**src/rtl/dispatch_sequencer.sv**
```systemverilog
// dispatch_sequencer
//   Buffers fetched instruction words in a small FIFO and presents them one
//   beat at a time to decode. LDP/STP words are issued as two micro-op beats.
//   An HLT freezes the block until reset. A flush discards all buffered work.
//
// Ports
//   in_clk            clock, rising edge
//   in_rst            synchronous active-high reset
//   in_fetch_insnbits instruction word from fetch
//   in_fetch_done     fetch word valid this cycle
//   in_stall          decode cannot accept a beat this cycle
//   in_flush          squash all buffered work
//   out_fetch_stall   fetch word is not accepted this cycle
//   out_insnbits      head instruction word presented to decode
//   out_done          beat valid to decode
//   out_uop_idx       0 = first/only micro-op, 1 = second half of a pair
//   out_cracked       head word is LDP/STP (two beats)
//   out_halted        an HLT has been dispatched
//   out_uop_count     micro-ops dispatched since reset (wraps)
module dispatch_sequencer #(
  parameter int DEPTH = 2,
  parameter int CNT_W = 16
) (
  input  logic             in_clk,
  input  logic             in_rst,
  input  logic [31:0]      in_fetch_insnbits,
  input  logic             in_fetch_done,
  input  logic             in_stall,
  input  logic             in_flush,
  output logic             out_fetch_stall,
  output logic [31:0]      out_insnbits,
  output logic             out_done,
  output logic             out_uop_idx,
  output logic             out_cracked,
  output logic             out_halted,
  output logic [CNT_W-1:0] out_uop_count
);

  localparam int PTR_W = (DEPTH > 1) ? $clog2(DEPTH) : 1;
  localparam int OCC_W = $clog2(DEPTH + 1);

  localparam logic [0:0] S_FIRST  = 1'b0;
  localparam logic [0:0] S_SECOND = 1'b1;

  logic [PTR_W-1:0] rd_ptr_reg;
  logic [PTR_W-1:0] wr_ptr_reg;
  logic [OCC_W-1:0] occ_reg;
  logic [0:0]       state_reg;
  logic             halted_reg;
  logic [CNT_W-1:0] count_reg;

  logic [31:0] entries [DEPTH];
  logic [31:0] head;
  logic        full;
  logic        push;
  logic        transfer;
  logic        pop;
  logic        head_cracked;
  logic        head_hlt;

  function automatic logic [PTR_W-1:0] ptr_inc(input logic [PTR_W-1:0] p);
    if (p == PTR_W'(DEPTH - 1)) begin
      ptr_inc = '0;
    end else begin
      ptr_inc = p + PTR_W'(1);
    end
  endfunction

  // Each buffer entry is its own register so the head mux reads flops
  // directly; entries are cleared on reset so the presented word starts at 0.
  generate
    for (genvar gi = 0; gi < DEPTH; gi++) begin : g_entry
      logic [31:0] entry_reg;
      always_ff @(posedge in_clk) begin
        if (in_rst) begin
          entry_reg <= '0;
        end else if (push && wr_ptr_reg == PTR_W'(gi)) begin
          entry_reg <= in_fetch_insnbits;
        end
      end
      assign entries[gi] = entry_reg;
    end
  endgenerate

  assign head = entries[rd_ptr_reg];

  // LDP: 1010_1000_11xx..., STP: 1010_1001_00xx...
  assign head_cracked = (head[31:22] == 10'b1010100011) ||
                        (head[31:22] == 10'b1010100100);
  // HLT: 1101_0100_010x_..._xxx0_0000
  assign head_hlt     = (head[31:21] == 11'b11010100010) && (head[4:0] == 5'b0);

  assign full     = (occ_reg == OCC_W'(DEPTH));
  assign push     = in_fetch_done && !out_fetch_stall && !in_flush;
  assign transfer = out_done && !in_stall && !in_flush;
  // The first half of a cracked word leaves the head in place for the second.
  assign pop      = transfer && ((state_reg == S_SECOND) || !head_cracked);

  always_ff @(posedge in_clk) begin
    if (in_rst) begin
      rd_ptr_reg <= '0;
      wr_ptr_reg <= '0;
      occ_reg    <= '0;
      state_reg  <= S_FIRST;
      halted_reg <= 1'b0;
      count_reg  <= '0;
    end else if (in_flush) begin
      rd_ptr_reg <= '0;
      wr_ptr_reg <= '0;
      occ_reg    <= '0;
      state_reg  <= S_FIRST;
    end else begin
      if (push) begin
        wr_ptr_reg <= ptr_inc(wr_ptr_reg);
      end
      if (pop) begin
        rd_ptr_reg <= ptr_inc(rd_ptr_reg);
      end
      if (push && !pop) begin
        occ_reg <= occ_reg + OCC_W'(1);
      end else if (pop && !push) begin
        occ_reg <= occ_reg - OCC_W'(1);
      end
      if (transfer) begin
        count_reg <= count_reg + CNT_W'(1);
        if (state_reg == S_FIRST && head_cracked) begin
          state_reg <= S_SECOND;
        end else begin
          state_reg <= S_FIRST;
        end
        if (head_hlt) begin
          halted_reg <= 1'b1;
        end
      end
    end
  end

  // All outputs come from registered state only.
  assign out_fetch_stall = full || halted_reg;
  assign out_done        = (occ_reg != '0) && !halted_reg;
  assign out_insnbits    = head;
  assign out_uop_idx     = (state_reg == S_SECOND);
  assign out_cracked     = head_cracked;
  assign out_halted      = halted_reg;
  assign out_uop_count   = count_reg;

endmodule

```
**config.mk**
```make
export PLATFORM = sky130hd
export DESIGN_NAME = dispatch_sequencer
export DESIGN_NICKNAME = d
export VERILOG_FILES = /design/src/rtl/dispatch_sequencer.sv
export SDC_FILE = /design/constraint.sdc
export NUM_CORES = 1
export LEC_CHECK = 0
export CORE_UTILIZATION = 50
export DETAILED_ROUTE_END_ITERATION = 16
export PLACE_DENSITY = 0.89
export REMOVE_ABC_BUFFERS = 1
export SLEW_MARGIN = 20
export SYNTH_ARGS = -nofsm -noshare
export SYNTH_HDL_FRONTEND = slang
export SYNTH_SLANG_ARGS = --single-unit
export TNS_END_PERCENT = 50
```
**constraint.sdc**
```tcl
create_clock -name in_clk -period 2.84 [get_ports in_clk]
set_input_delay 0.426 -clock in_clk [delete_from_list [all_inputs] [get_ports in_clk]]
set_output_delay 0.426 -clock in_clk [all_outputs]
set_load 0.02 [all_outputs]
```
==> results.md <==
* Run status: finished, final reports clean
* Area grow syn2layout at 30.5%
* Largest net degree at the start of global routing at 33
* GRT Overall Usage at 0.249
* Starting density of the core at 0.524
* Hold Path Class: flip-flop to flip-flop
* # setup viols final at 0
* Arrival @ worst endpoint at 2.29 ns
* Die Width at 89.7 um
* Fmax at 0.369 GHz
* Slew @ Worst Pin at 0.600 ns
* First-pass GRT wire length at 15.3 mm
* Drt pass-1 iters at 4
* Placeable Area at 7330 um2
* Yosys warnings at 0
* CP Cell Sequence: mux2_2 > nor3_1 > o221a_2 > clkdlybuf4s50_1
* Synth Register Bits at 86
* Crit path time final at 2.71 ns
* Startpoint types: flip-flop
* Final worst slack at 0.128 ns
* Main synth FF type: dfxtp_1
* Leak at 1.81 nW
* ANT cells at 0
* Clock root buffer master: clkbuf_8
* Worst-path maximum fanout at 11
* Routability cong. at 0.830
* CP peak stage delay at 0.60 ns
* Hold Slack at 0.456 ns
* Critical Path Sink Type: primary output
* Ports at 90
* Number of global-route vias before repair at 3399
* Residual DRC at 0
* WL final at 9.63 mm
* Vias per cell at 5.48
* Fin. max-slew vios at 0
* Netlist cell types at 43
* CP Class: flip-flop to primary output
* Number of port buffers at 89
* Worst Path Required at 2.41 ns
* Remaining antenna violation count at 0
* CTS tree: built
* Post-CTS Hold Buffers at 0
* Clk slew on worst S/H paths at 0.09 ns
* Max Root-Sink Buffers at 2
* Max reg flops at 64
* Hold Vio Cnt, Final at 0
* FF-to-FF path depth at 9
* Ys async rst share at 0
* Detailed placement HPWL at 6.54 mm
* Final Cycle Share at 0.955
* Clock sink count at 86
* WHS Path Cells at 2
* Worst path slowest cell: clkdlybuf4s50_1
* Synth top area share at 0.448
* Relative slew slack at 0.600
* RSZ-0062 raised after global routing: false
* Layout cells sized above 1 at 0.126
* MaxCap Viol Count at 0
* Number of enable flip-flop cells after synthesis at 0
* Setup Skew at 0.0114 ns
* Largest cells by area after synthesis: dfxtp_1 (45%), nand2_1 (13%), a21oi_1 (8.9%), mux2_2 (7.9%), xor2_1 (3.0%)
* Die Y-Extent at 89.7 um
* Mean post-synth cell area at 8.34 um2
* # rows at 31
* Syn Inst Count at 461
* CTS Buf Count at 9
* Final nets at 583
* GRT overflow at 0
* Peak VDD IR at 0.000396 V
* Pwr dens at 504 nW/um2
* WL/cell at 14.9 um
* Via Count at 3553
* Setup Slack @ Placement at 0.378 ns
* Initial antenna violation count at 0
* Mapped cell area at 3840 um2
* DR iter-0 viols at 246
* Die area at 8040 um2
* Most area-hungry cell type in the Yosys netlist: dfxtp_1
* Post-synthesis sequential area ratio at 0.448
* Clk Latency, worst-skew pair at 0.36 ns
* # H-tree levels at 3
-- per-stage QoR --
stage                     setup TNS, ns  instances  total power, mW  cell area (um2)   util
after floorplan                 -0.0711        431             1.41             3660      -
after global placement                0        630             1.57             4770  0.650
after detailed placement              0        630             1.58             4770  0.650
after CTS                             0        646             2.54             5000  0.682
after global routing                  0        648             2.62             5010  0.684
final                                 0        648             2.53             5010  0.684
-- cell families (layout without fill, tap and decap cells) --
logic type	Yosys count	in the layout	synth area share
multiplexers	32	32	0.0947
flip-flops	86	86	0.448
XOR/XNOR	17	17	0.0387
adder cells (fa/ha/maj)	2	2	0.00651
AND/OR/NAND/NOR	208	208	0.239
AO/OA/AOI/OAI	80	80	0.119
buffers and inverters	36	124	0.0540
-- synth_stat cells (2+ instances only) --
cell and instances:
clkbuf_1 16, and3_1 5, dfxtp_1 86, nor2_1 22, nand2b_1 2, buf_6 8, buf_4 2, ha_1 2
mux2_2 27, and2_1 3, xor2_1 13, nand3_1 6, nor3_1 10, xnor2_1 4, o21ai_0 2, a21oi_1 68
buf_2 4, nor2b_1 2, nand4b_1 2, nand4_1 9, mux2i_1 3, mux2_4 2, inv_1 6, nand2_1 138
-- critical path: cells and delay by family, from the launching register on --
family                 cells  cell delay (ns)
multiplexers               1             0.39
AND/OR/NAND/NOR            1             0.23
AO/OA/AOI/OAI              1             0.28
flip-flops                 1             0.44
buffers and inverters      1             0.60
-- power by group --
| part | switching, mW | internal (mW) |
|---|---|---|
| sequential | 0.0217 | 1.23 |
| clock | 0.450 | 0.524 |
| combinational | 0.155 | 0.146 |
-- what timing repair did --
action,CTS,global route
gates resized for setup,1,0
gates cloned,0,0
pin swaps,0,0
buffers inserted,0,2
hold endpoints to repair,0,0
setup endpoints to repair,1,1
-- layout by cell type (no fill, tap or decap), drive strengths merged, types with 2 or more instances in the layout --
cell type and instances:
inv 7, mux2 29, nor3 10, xor2 13
nand2b 2, buf 14, mux2i 3, o21ai 2
nand2 138, dfxtp 86, xnor2 4, a21oi 68
clkinvlp 2, bufinv 2, and3 5, and2 3
nor4 2, or4b 2, nand4 9, a21o 2
nor2b 2, nor2 22, ha 2, nand4b 2
clkdlybuf4s50 88, clkbuf 10, nand3 7
-- final timing paths --
check                                                      startpoint                               endpoint  slack [ns]
worst max-delay path                          rd_ptr_reg$_SDFFE_PP0P_                            out_cracked        0.13
worst min-delay path            g_entry[1].entry_reg[26]$_SDFFE_PP0P_  g_entry[1].entry_reg[26]$_SDFFE_PP0P_        0.46
worst max register to register                rd_ptr_reg$_SDFFE_PP0P_                occ_reg[1]$_SDFFE_PP0P_        0.64
worst min register to register  g_entry[1].entry_reg[26]$_SDFFE_PP0P_  g_entry[1].entry_reg[26]$_SDFFE_PP0P_        0.46
-- layer usage --
layer	share of wire	global-route usage	up-vias
li1	-	-	1714
met1	0.42	0.300	1676
met2	0.49	0.426	138
met3	0.062	0.0484	25
met4	0.030	0.123	0
met5	0	0	-
-- cell type report --
| type | count | area (um2) |
|---|---|---|
| flip-flops and latches | 86 | 1730 |
| clock inverters | 6 | 92.6 |
| inverters | 6 | 22.5 |
| clock buffers | 10 | 138 |
| repair buffers | 102 | 996 |
| well taps | 99 | 124 |
| multi-input cells | 339 | 1920 |
| fillers | 543 | 2320 |
Power figures use the tool's default switching activity.
